File: src/rtl/request_manager.sv
// Request capture for the elevator car controller: edge-detects car and hall
// buttons, holds each call until served at an open door, and summarises demand.
module request_manager #(
    parameter int N_FLOORS = 4,
    parameter int CW       = 3
) (
    input  logic                  clk,
    input  logic                  rst,
    input  logic                  switch,
    input  logic [N_FLOORS-1:0]   in_btn,
    input  logic [N_FLOORS-2:0]   up_btn,
    input  logic [N_FLOORS-2:0]   down_btn,
    input  logic [N_FLOORS-1:0]   position,
    input  logic                  opendoor,
    input  logic [1:0]            ud_mode,
    output logic [N_FLOORS-1:0]   in_reg,
    output logic [N_FLOORS-2:0]   up_reg,
    output logic [N_FLOORS-2:0]   down_reg,
    output logic [N_FLOORS-1:0]   allReq_reg,
    output logic                  up_need,
    output logic                  down_need,
    output logic [CW-1:0]         req_cnt
);

    localparam int                  NH  = N_FLOORS - 1;
    localparam logic [N_FLOORS-1:0] ONE = 1;

    logic [N_FLOORS-1:0] in_prev_q, in_prev_d;
    logic [NH-1:0]       up_prev_q, up_prev_d;
    logic [NH-1:0]       down_prev_q, down_prev_d;
    logic [N_FLOORS-1:0] in_reg_q, in_reg_d;
    logic [NH-1:0]       up_reg_q, up_reg_d;
    logic [NH-1:0]       down_reg_q, down_reg_d;
    logic [CW-1:0]       req_cnt_q, req_cnt_d;

    logic [N_FLOORS-1:0] serve;
    logic [NH-1:0]       clr_up, clr_dn;
    logic [N_FLOORS-1:0] allreq_d, allreq_q;
    logic [N_FLOORS-1:0] below_mask, above_mask;
    logic                pos_onehot;

    always_comb begin
        in_prev_d   = in_btn;
        up_prev_d   = up_btn;
        down_prev_d = down_btn;

        serve = opendoor ? position : '0;
        // Up call i lives at floor i, down call i lives at floor i+1.
        clr_up = (ud_mode == 2'b10) ? '0 : serve[NH-1:0];
        clr_dn = (ud_mode == 2'b01) ? '0 : serve[N_FLOORS-1:1];

        // Clear is applied after set so a press at the served floor is dropped.
        in_reg_d   = (in_reg_q   | (in_btn   & ~in_prev_q))   & ~serve;
        up_reg_d   = (up_reg_q   | (up_btn   & ~up_prev_q))   & ~clr_up;
        down_reg_d = (down_reg_q | (down_btn & ~down_prev_q)) & ~clr_dn;

        if (!switch) begin
            in_reg_d   = '0;
            up_reg_d   = '0;
            down_reg_d = '0;
        end

        allreq_d  = in_reg_d | {1'b0, up_reg_d} | {down_reg_d, 1'b0};
        req_cnt_d = '0;
        for (int i = 0; i < N_FLOORS; i++) begin
            req_cnt_d = req_cnt_d + CW'(allreq_d[i]);
        end
    end

    always_ff @(posedge clk) begin
        if (rst) begin
            in_prev_q   <= '0;
            up_prev_q   <= '0;
            down_prev_q <= '0;
            in_reg_q    <= '0;
            up_reg_q    <= '0;
            down_reg_q  <= '0;
            req_cnt_q   <= '0;
        end else begin
            in_prev_q   <= in_prev_d;
            up_prev_q   <= up_prev_d;
            down_prev_q <= down_prev_d;
            in_reg_q    <= in_reg_d;
            up_reg_q    <= up_reg_d;
            down_reg_q  <= down_reg_d;
            req_cnt_q   <= req_cnt_d;
        end
    end

    // For a one-hot position p, p-1 covers every floor below it.
    always_comb begin
        allreq_q   = in_reg_q | {1'b0, up_reg_q} | {down_reg_q, 1'b0};
        pos_onehot = (position != '0) && ((position & (position - ONE)) == '0);
        below_mask = position - ONE;
        above_mask = ~(position | below_mask);
    end

    assign in_reg     = in_reg_q;
    assign up_reg     = up_reg_q;
    assign down_reg   = down_reg_q;
    assign allReq_reg = allreq_q;
    assign req_cnt    = req_cnt_q;
    assign up_need    = pos_onehot && |(allreq_q & above_mask);
    assign down_need  = pos_onehot && |(allreq_q & below_mask);

endmodule

File: config.mk
export PLATFORM = sky130hd
export DESIGN_NAME = request_manager
export DESIGN_NICKNAME = d
export VERILOG_FILES = /design/src/rtl/request_manager.sv
export SDC_FILE = /design/constraint.sdc
export NUM_CORES = 1
export LEC_CHECK = 0
export BUFFER_PORTS_ARGS = -buffer_cell sky130_fd_sc_hd__buf_2
export CORE_MARGIN = 4
export CORE_UTILIZATION = 23
export DETAILED_ROUTE_END_ITERATION = 12
export PLACE_DENSITY = 0.45
export REMOVE_ABC_BUFFERS = 1
export SETUP_SLACK_MARGIN = 0.3
export SLEW_MARGIN = 40
export SYNTH_ARGS = -nofsm -noshare
export SYNTH_HDL_FRONTEND = slang
export SYNTH_SLANG_ARGS = --single-unit
File: constraint.sdc
create_clock -name clk -period 5.8 [get_ports clk]
set_clock_uncertainty 0.15 [all_clocks]
set_input_delay 0.29 -clock clk [delete_from_list [all_inputs] [get_ports clk]]
set_output_delay 0.29 -clock clk [all_outputs]
set_load 0.01 [all_outputs]
# Word-level counts from Yosys, hierarchy flattened
# Cells that the tools add are included.
# totals
input_bits	20
output_inout_bits	19
elab_cells	50
reg_bits	23
# op_classes
n_mux	6
n_reduce_logical	7
eq_ne	2
add_sub_neg	4
n_bitwise	24
# ops
cell	n
$and 4x4->4	5
$or 4x4->4	4
$and 3x3->3	4
$mux 3	4
$not 3->3	4
$not 4->4	3
$mux 4	2
$or 4x3->4	2
$reduce_or 4->1	2
$or 3x3->3	2
$logic_not 4->1	1
$reduce_bool 4->1	1
$sub 4x1->4 const B	1
$add 2x1->3	1
$add 3x1->3	1
$logic_and 1x1->1	3
$add 1x1->2	1
$eq 2x1->1 const B	1
$eq 2x2->1 const B	1

# Depth between registers and ports, before layout
# Gate-level depths: netlist of the first run.
# depth
word_depth	10
mapped_depth	7
depth_no_buf	7

# Worst setup path before layout of the first run
# No wires, ideal clock.
# synth_timing
path_kind	input port to flip-flop
startpoint	input port switch
endpoint	register req_cnt_q[1], in the netlist req_cnt[1]
setup_ps	128
t_arrival_ps	1834
path_buffers	1
stages	7
required_ps	5522
slack_ps	3688
cell_sequence	clkbuf_1 o221ai_1 nand3_1 fa_1 ha_1 ha_1 nor2b_1
# synth_between
elab_chain_cells	6
word_cells_on_any_way	8
classes_between	3 x add/sub; 3 x mux; 2 x bitwise
# synth_lines
item	line_no	source
start, declared	9	input logic switch,
$mux 4 or $mux 3 (tied branches)	57	if (!switch) begin
$or 4x3->4	63	allreq_d = in_reg_d | {1'b0, up_reg_d} | {down_reg_d, 1'b0};
$or 4x4->4 *	63	
$add 1x1->2	66	req_cnt_d = req_cnt_d + CW'(allreq_d[i]);
$add 2x1->3	66	
$add 3x1->3 *	66	
named net req_cnt_d[1]	34	logic [CW-1:0] req_cnt_q, req_cnt_d;
end signal, assigned	86	req_cnt_q <= req_cnt_d;
end, declared	34	
# Mark *: on every way through the listed nets, which the timed path passes. The rest lies on a longest branch.
# A chain may end at the register's enable or synchronous reset.

# Final worst setup path of the first run
# layout_timing
startpoint	register down_prev_q[0]
endpoint	register req_cnt_q[1], in the netlist req_cnt[1]
# layout_between
elab_chain_cells	9
# layout_lines
item	line_no	source
start, declared	30	logic [NH-1:0] down_prev_q, down_prev_d;
start signal, assigned	82	down_prev_q <= down_prev_d;
$not 3->3	55	down_reg_d = (down_reg_q | (down_btn & ~down_prev_q)) & ~clr_dn;
$and 3x3->3	55	
$or 3x3->3	55	
$and 3x3->3	55	
$mux 3	57	
$or 4x4->4	63	
$add 1x1->2	66	
$add 2x1->3	66	
$add 3x1->3	66	
named net req_cnt_d[1]	34	
# The timed path passes the listed nets, and every way through them passes these cells.

==> results of run 1 <==
==> cell usage in the layout (no fill, tap or decap) <==
master | netlist | routed
a2111o_1 | 1 | 1
a222oi_1 | 1 | 1
a22oi_1 | 1 | 1
a31oi_1 | 1 | 1
buf_2 | 0 | 38
clkbuf_8 | 0 | 3
clkinv_2 | 0 | 1
dfxtp_1 | 23 | 23
fa_1 | 1 | 1
ha_1 | 10 | 10
inv_1 | 5 | 5
nand2_1 | 7 | 7
nand3_1 | 3 | 3
nor2_1 | 12 | 12
nor2b_1 | 25 | 25
o211ai_1 | 4 | 4
o221ai_1 | 6 | 6
or2_2 | 2 | 2
or2b_1 | 1 | 1
or3_1 | 1 | 1
or3_4 | 1 | 1
==> routing by layer <==
metal	GRT usage	up-vias	wire, µm
li1	-	442	-
met1	0.119	421	1110
met2	0.171	29	1310
met3	0.0134	2	171
met4	0.0356	0	26
met5	0	-	0
==> synth_stat cells <==
cell / number
or2_2: 2
nand2_1: 7
o211ai_1: 4
dfxtp_1: 23
fa_1: 1
a2111o_1: 1
ha_1: 10
or2b_1: 1
inv_1: 5
nor2b_1: 25
nand3_1: 3
a222oi_1: 1
a22oi_1: 1
or3_1: 1
or3_4: 1
a31oi_1: 1
clkbuf_1: 3
o221ai_1: 6
nor2_1: 12
==> worst max path at each step <==
stage / start / end / slack (ns) / cells after the start
after floorplan: ud_mode[0] / req_cnt[1] / 3.74 / 7
after global placement: ud_mode[0] / req_cnt[1] / 3.53 / 8
after detailed placement: ud_mode[0] / req_cnt[1] / 3.48 / 8
after CTS: in_prev_q[0] / req_cnt[1] / 3.70 / 7
after global routing: up_prev_q[0] / req_cnt[1] / 3.59 / 7
final: down_prev_q[0] / req_cnt[1] / 3.72 / 7
==> layout make-up <==
class,count,area (µm²)
clock buffer,3,41.3
clock inverter,1,5.00
fill,477,3030
inverter,5,18.8
multi-input combinational,77,543
sequential,23,460
tap,52,65.1
timing repair buffer,38,190
==> worst max-delay path: stages, from the launching register on <==
cell and delay [ns]:
dfxtp_1 0.32, nor2b_1 0.05, o221ai_1 0.21, nand3_1 0.14
fa_1 0.49, ha_1 0.22, ha_1 0.26, nor2b_1 0.13
==> metrics by stage <==
step / power (mW) / instances / setup slack [ns] / util / cell area (µm²)
final: 0.333 / 199 / 3.72 / 0.304 / 1320
after global routing: 0.354 / 199 / 3.59 / 0.304 / 1320
after CTS: 0.340 / 199 / 3.70 / 0.304 / 1320
after detailed placement: 0.241 / 195 / 3.48 / 0.293 / 1280
after global placement: 0.239 / 195 / 3.53 / 0.293 / 1280
after floorplan: 0.210 / 105 / 3.74 / - / 1020
==> where the power goes <==
group | internal [mW] | switching (mW)
clock | 0.0478 | 0.0492
combinational | 0.0296 | 0.0340
sequential | 0.168 | 0.00419
total | 0.245 | 0.0874
==> kinds of logic (layout without fill, tap and decap cells) <==
| family | after synthesis | in the layout | synth area share |
|---|---|---|---|
| flip-flops | 23 | 23 | 0.446 |
| buffers and inverters | 8 | 47 | 0.0291 |
| AND/OR/NAND/NOR | 52 | 52 | 0.271 |
| AO/OA/AOI/OAI | 14 | 14 | 0.114 |
| adder cells (fa/ha/maj) | 11 | 11 | 0.140 |
==> results by group, run 1 <==
STA
  – Tmin final: just over 2 ns
  – WHS: 0.0963 ns
  – # setup viols final: 0
  – Fmax: approximately 480 MHz
  – Final Cycle Share: 0.358
  – Max Slew Vio Count: 0
  – Tightest Pin Transition: ~0.39 ns
  – Unrepaired setup endpoints after global routing: no
  – Setup TNS: 0 ns
  – Rel. slew slack: 0.741
  – Final Hold Viols: 0

Run
  – Max_cap viols: 0

Die
  – Standard-cell row count: 24
  – Die Y: 75.0 µm
  – Die ar.: about 5600 µm²
  – Die width: between 70 and 80 µm
  – # IOs: 39
  – Placeable Area: approximately 4400 µm²
  – Initial Util: 0.237

Clock tree
  – Post_cts resized: 0
  – Clock sink count: 23
  – CTS buffer count: 3
  – Hold_buf cts: 0
  – CTS tree: yes
  – Clock root buffer: clkbuf_8
  – Max clock buf depth: 2
  – Clock Latency Late Sink: 0.26 ns
  – Clock transition at path regs: ~0.080 ns
  – H-tree Lvls: 1
  – Post-CTS setup buffers: 0

Min path
  – HP Class: in2reg
  – HP Start: up_btn[1]
  – Hold path cells: 2
  – Worst Hold End: up_prev_q[1]

Critical path
  – Element type at the critical path end: flop
  – Critical Path RT: 5.79 ns
  – Cells on worst reg2reg path: 7
  – Critical Path AT: 2.07 ns
  – Crit start category: flop
  – WS Path Type: reg2reg
  – Worst r2r src: down_prev_q[0]
  – Flop2flop setup slack: 3.72 ns
  – Reg2reg end: req_cnt[1]
  – CP max FO: 2

Global route
  – Largest net degree at the start of global routing: 24
  – Gr ovfl total: 0
  – Vias in the first global route: 926
  – Initial antenna violation count: 0
  – First-pass GRT wire length: between 4 and 5 mm
  – Overall routing resource usage: 0.0967

Synthesis
  – Yosys top cell area share: 0.446
  – Mean Syn Cell Area: 9.57 µm²
  – Cell type with the largest total area after synthesis: dfxtp_1
  – Largest cells by area after synthesis: dfxtp_1, nor2b_1, ha_1
  – Synth cell types: 19
  – Register area share after synthesis: 0.446
  – FF+latch count, synth: 23
  – Mapped cell area: 1030 µm²
  – Post-Syn Instances: 108
  – Syn. warnings: 0

Route
  – Final ANT Viol Nets: 0
  – Post-DR wirelength/cell: 13.2 µm
  – Total routed wirelength: 2.62 mm
  – Drt drc: 0
  – Drt pass-1 iters: 4
  – Vias per inst: approximately 4.5
  – Initial DRC Count: 32
  – Via Count: 894

Layout
  – Area grow syn2layout: 28.1%
  – Share of cells above drive strength 1: 0.306
  – N_diodes: 0
  – NumNets Final: 179

Power
  – Lkg Pwr: 0.649 nW
  – Worst VDD drop: 0.0000753 V
  – PD cells: 251 nW/µm²

Place
  – Gpl congestion: between 0.8 and 0.9
  – DP HPWL: 2.14 mm
  – PortBufs: 38

Status
  – Outcome: completed
Power figures use the tool's default switching activity.
==> run 2, diff against run 1 <==
--- a/config.mk
+++ b/config.mk
@@ -5,11 +5,12 @@
 export SDC_FILE = /design/constraint.sdc
 export NUM_CORES = 1
 export LEC_CHECK = 0
+export ABC_AREA = 1
 export BUFFER_PORTS_ARGS = -buffer_cell sky130_fd_sc_hd__buf_2
 export CORE_MARGIN = 4
 export CORE_UTILIZATION = 23
 export DETAILED_ROUTE_END_ITERATION = 12
-export PLACE_DENSITY = 0.45
+export PLACE_DENSITY = 0.44
 export REMOVE_ABC_BUFFERS = 1
 export SETUP_SLACK_MARGIN = 0.3
 export SLEW_MARGIN = 40
==> constraint.sdc (replaced) <==
create_clock -name clk -period 2.15 [get_ports clk]
set_clock_uncertainty 0.15 [all_clocks]
set_input_delay 0.1075 -clock clk [delete_from_list [all_inputs] [get_ports clk]]
set_output_delay 0.1075 -clock clk [all_outputs]
set_load 0.01 [all_outputs]
==> results by group, run 2 <==
Synthesis
  – Most frequent cell after synthesis: inv_1
  – Cell type with the largest total area after synthesis: dfxtp_1
  – Syn. warnings: 0
  – EDFF count, synth: 0
  – Yosys top cell area share: 0.399
  – Largest cells by area after synthesis: dfxtp_1, ha_1, inv_1
  – Mapped cell area: 1150 µm²
  – FFs w/ async S/R, synth: 0
  – Mean Syn Cell Area: 7.50 µm²
  – Main synth FF type: dfxtp_1
  – Post-Syn Instances: 154
  – FF+latch count, synth: 23
  – Synth cell types: 16
  – Post-synth top cells: inv_1, nor2_1, dfxtp_1
  – Register area share after synthesis: 0.399

Route
  – Drt drc: 0
  – Post-DR wirelength/cell: between 10 and 15 µm
  – Vias per inst: 3.89
  – Initial DRC Count: 23
  – Total routed wirelength: 2.93 mm
  – Final ANT Viol Nets: 0
  – Via Count: 1,113
  – Drt pass-1 iters: 4

Die
  – Standard-cell row count: 25
  – Die width: 78.9 µm
  – Placeable Area: 4790 µm²
  – # IOs: 39
  – Die ar.: ~6200 µm²
  – Initial Util: 0.241
  – Die Y: 78.9 µm

Status
  – Outcome: completed

Layout
  – N_diodes: 0
  – Area grow syn2layout: 49.6%
  – Commonest non-fill, non-tap cell in the layout: buf_2
  – Most frequent cells in the layout: buf_2, nor2_1, inv_1, nand2_1, dfxtp_1
  – Share of cells above drive strength 1: 0.406
  – Post-route cell area: around 1700 µm²
  – Post-Layout Cell Count: 286
  – NumNets Final: 251

Critical path
  – CP max FO: 2
  – Critical Path AT: 1.94 ns
  – Worst Setup SP: in_reg[1]
  – Crit start category: flop
  – WS Path Type: reg2reg
  – Critical Path RT: 2.20 ns
  – Worst r2r src: in_reg[1]
  – Element type at the critical path end: flop

Power
  – Lkg Pwr: 0.939 nW
  – PD cells: 569 nW/µm²
  – Worst VDD drop: 0.000277 V
  – Tot Pwr: 0.984 mW

Clock tree
  – H-tree Lvls: 1
  – Max clock buf depth: 2
  – Clock sink count: 23
  – Clock transition at path regs: 0.08 ns
  – CTS buffer count: 3
  – CTS tree: yes
  – Clock Latency Late Sink: between 0.2 and 0.3 ns
  – Clock root buffer: clkbuf_8

Global route
  – Initial antenna violation count: 0
  – Largest net degree at the start of global routing: 24
  – First-pass GRT wire length: 4.86 mm
  – Vias in the first global route: about 1,100
  – Gr ovfl total: 0
  – Overall routing resource usage: 0.0967

STA
  – Setup TNS: 0 ns
  – Rel. slew slack: 0.725
  – Unrepaired setup endpoints after global routing: yes
  – Tightest Pin Transition: roughly 0.4 ns
  – # setup viols final: 0
  – Fin worst setup slack: 0.253 ns
  – Fmax: 527 MHz
  – Max Slew Vio Count: 0
  – Tmin final: between 1.5 and 2 ns
  – Final Hold Viols: 0
  – Final Cycle Share: 0.882

Place
  – PortBufs: 38
  – DP HPWL: 2.19 mm
  – Gpl congestion: 0.747
  – Placed instance area: 1410 µm²
  – Pre-CTS WS: 0.179 ns
  – Dpl cells: 256

Min path
  – HP Class: in2reg
  – HP Start: position[3]

Run
  – Max_cap viols: 0
## run 2: final timing paths
kind	slack [ns]	cells past startpoint	end
worst max-delay path	0.25	8	req_cnt[1]
worst min-delay path	0.06	4	in_reg[3]
worst max register to register	0.25	8	req_cnt[1]
worst min register to register	0.39	3	up_reg[2]
## run 2: final cells by class
cell class	instances	area, µm²
clock buffer	4	45.0
fill	526	3060
inverter	34	128
multi-input combinational	94	582
sequential	23	468
tap	67	83.8
timing repair buffer	64	422
## run 2: through the flow
step / utilization / hold WS, ns
floorplan: - / 0.0287
global placement: 0.294 / 0.173
detailed placement: 0.294 / 0.178
CTS: 0.352 / 0.0440
global route: 0.361 / 0.0799
finish: 0.361 / 0.0555
## run 2: what timing repair did
action,in CTS,in global routing
hold buffers,10,0
endpoints found under the hold margin,10,0
buffers inserted,14,2
setup endpoints to repair,3,4
resized for setup,13,7
pin swaps,8,4
## run 2: worst max-delay path, stage by stage, from the launching register on
cell      delay, ns
dfxtp_2        0.33
o21bai_4       0.16
nand3_1        0.11
nand3_2        0.09
fa_1           0.45
ha_2           0.20
ha_4           0.26
inv_2          0.02
nor2_1         0.07
## run 2: power by group
part,switching (mW),internal (mW)
Combinational,0.133,0.122
Sequential,0.00944,0.454
Clock,0.133,0.132
Total,0.276,0.708
## run 2: kinds of logic (layout without fill, tap and decap cells)
logic type	after synthesis	after routing	share of synthesized area
adder cells (fa/ha/maj)	11	11	0.126
AND/OR/NAND/NOR	73	73	0.297
buffers and inverters	37	102	0.131
AO/OA/AOI/OAI	10	10	0.0477
flip-flops	23	23	0.399
## run 2: metal layers
metal	track usage	wire length, µm	up-vias
li1	-	-	591
met1	0.134	1500	491
met2	0.148	1220	29
met3	0.0295	182	2
met4	0.0223	27	0
met5	0	0	-
==> run 3, diff against run 2 <==
==> constraint.sdc (replaced) <==
create_clock -name clk -period 2.15 [get_ports clk]
set_clock_uncertainty 0.15 [all_clocks]
set_input_delay 0.43 -clock clk [delete_from_list [all_inputs] [get_ports clk]]
set_output_delay 0.43 -clock clk [all_outputs]
set_load 0.01 [all_outputs]
==> results by group, run 3 (synthesis gave the netlist of run 2 again) <==
Layout
  – Area grow syn2layout: 82.7%
  – Fillers: 501
  – Most frequent cells in the layout: buf_2, buf_4, nor2_1, buf_6
  – Post-route cell area: 2110 µm²
  – N_diodes: 0
  – Commonest non-fill, non-tap cell in the layout: buf_2
  – Final Util: 0.441
  – Share of cells above drive strength 1: 0.621
  – NumNets Final: 275

Die
  – Placeable Area: 4790 µm²
  – Standard-cell row count: 25
  – Die ar.: roughly 6200 µm²
  – Initial Util: 0.241
  – Die width: 78.9 µm
  – # IOs: 39
  – Die Y: 78.9 µm

Critical path
  – Crit start category: primary input
  – Worst path max stage delay: 0.15 ns
  – Critical Path RT: 1.57 ns
  – CP max FO: 3
  – Delay-heaviest family, CP: buffers and inverters
  – Critical Path AT: 1.42 ns
  – Worst path bufs/invs: 5
  – Element type at the critical path end: primary output
  – WS Path Type: in2out
  – Critical path, cell by cell: buf_8, inv_8, ha_4, inv_4, ha_4, nor2_2, nand2_1, nor2_2, inv_1, nor2_1, buf_2
  – Critical path's slowest cell: ha_4

Global route
  – Gr ovfl total: 0
  – Overall routing resource usage: 0.113
  – First-pass GRT wire length: 5.58 mm
  – Vias in the first global route: 1,264
  – Largest net degree at the start of global routing: 24
  – Initial antenna violation count: 0

Place
  – DP HPWL: 2.24 mm
  – Gpl congestion: 0.757
  – Placed instance area: 1540 µm²
  – PortBufs: 38

Clock tree
  – Clock sink count: 23
  – Clock root buffer: clkbuf_8
  – H-tree Lvls: 1
  – CTS tree: yes
  – Clock transition at path regs: 0.08 ns
  – Hold_buf cts: 0
  – CTS buffer count: 3
  – Max clock buf depth: 2
  – Clock Latency Late Sink: around 0.26 ns

STA
  – Final Cycle Share: 0.931
  – Tightest Pin Transition: between 0.5 and 0.6 ns
  – Tmin final: 2.00 ns
  – Rel. slew slack: 0.663
  – Max Slew Vio Count: 0
  – WHS: ~0.24 ns
  – Unrepaired setup endpoints after global routing: yes
  – Final Hold Viols: 0
  – # setup viols final: 0
  – Fmax: ~500 MHz

Route
  – Initial DRC Count: 24
  – Post-DR wirelength/cell: 11.3 µm
  – Drt pass-1 iters: 4
  – Vias per inst: 3.98
  – Total routed wirelength: 3.50 mm
  – Drt drc: 0
  – Via Count: 1,235
  – Final ANT Viol Nets: 0

Power
  – Tot Pwr: approximately 1.1 mW
  – Worst VDD drop: 0.000290 V
  – PD cells: 516 nW/µm²
  – Lkg Pwr: 1.10 nW

Min path
  – HP Class: in2reg

Status
  – Outcome: completed

Run
  – Max_cap viols: 0
[run 3: changes by cell type in the layout (fill, tap and decap cells not counted), moves of 5 or more]
cell,delta
dlygate4sd3_1,-10
ha_1,-5
inv_2,+5
nand3_2,+5
buf_4,+17
ha_4,+5
inv_1,-8
nand3_1,-5
nor2_1,-5
buf_6,+18
[run 3: metrics by stage]
stage                     instances  TNS (ns)  setup slack (ns)
after global placement          274    -0.160            -0.109
after global routing            310         0            0.0313
after floorplan                 151         0             0.141
after CTS                       306         0             0.155
after detailed placement        274    -0.219            -0.138
final                           310         0             0.148
[run 3: power by group]
group | internal [mW] | switching [mW]
clock | 0.132 | 0.132
combinational | 0.188 | 0.172
sequential | 0.454 | 0.0108
total | 0.774 | 0.314
[run 3: per-layer routing]
metal	part of all wire	track usage	routed length, µm	vias to the layer above
met3	0.067	0.0238	233	8
met2	0.47	0.183	1640	43
li1	-	-	-	642
met1	0.44	0.154	1540	542
met4	0.024	0.0309	83	0
met5	0	0	0	-
[run 3: worst paths after layout]
| path | slack [ns] | to | depth (start not counted) | startpoint |
|---|---|---|---|---|
| worst max-delay path | 0.15 | down_need | 11 | position[0] |
| worst min-delay path | 0.24 | down_prev_q[1] | 3 | down_btn[1] |
| worst max register to register | 0.23 | req_cnt[1] | 8 | in_reg[1] |
| worst min register to register | 0.39 | up_reg[2] | 3 | up_prev_q[2] |
[run 3: final cells by class]
cell class	count	area, µm²	share of cell area
inverter	34	143	0.0676
tap	67	83.8	0.0397
sequential	23	469	0.222
clock buffer	4	45.0	0.0214
timing repair buffer	88	667	0.316
multi-input combinational	94	702	0.333
[run 3: what timing repair did]
item | CTS | global route
pin swaps | 16 | 16
setup buffers | 28 | 4
setup endpoints to repair | 5 | 8
hold endpoints to repair | 0 | 0
resized for setup | 39 | 48
[run 3: worst min-delay path, cell delays in order]
cell and delay [ns]:
buf_2 0.08, inv_1 0.04, nor2_1 0.07
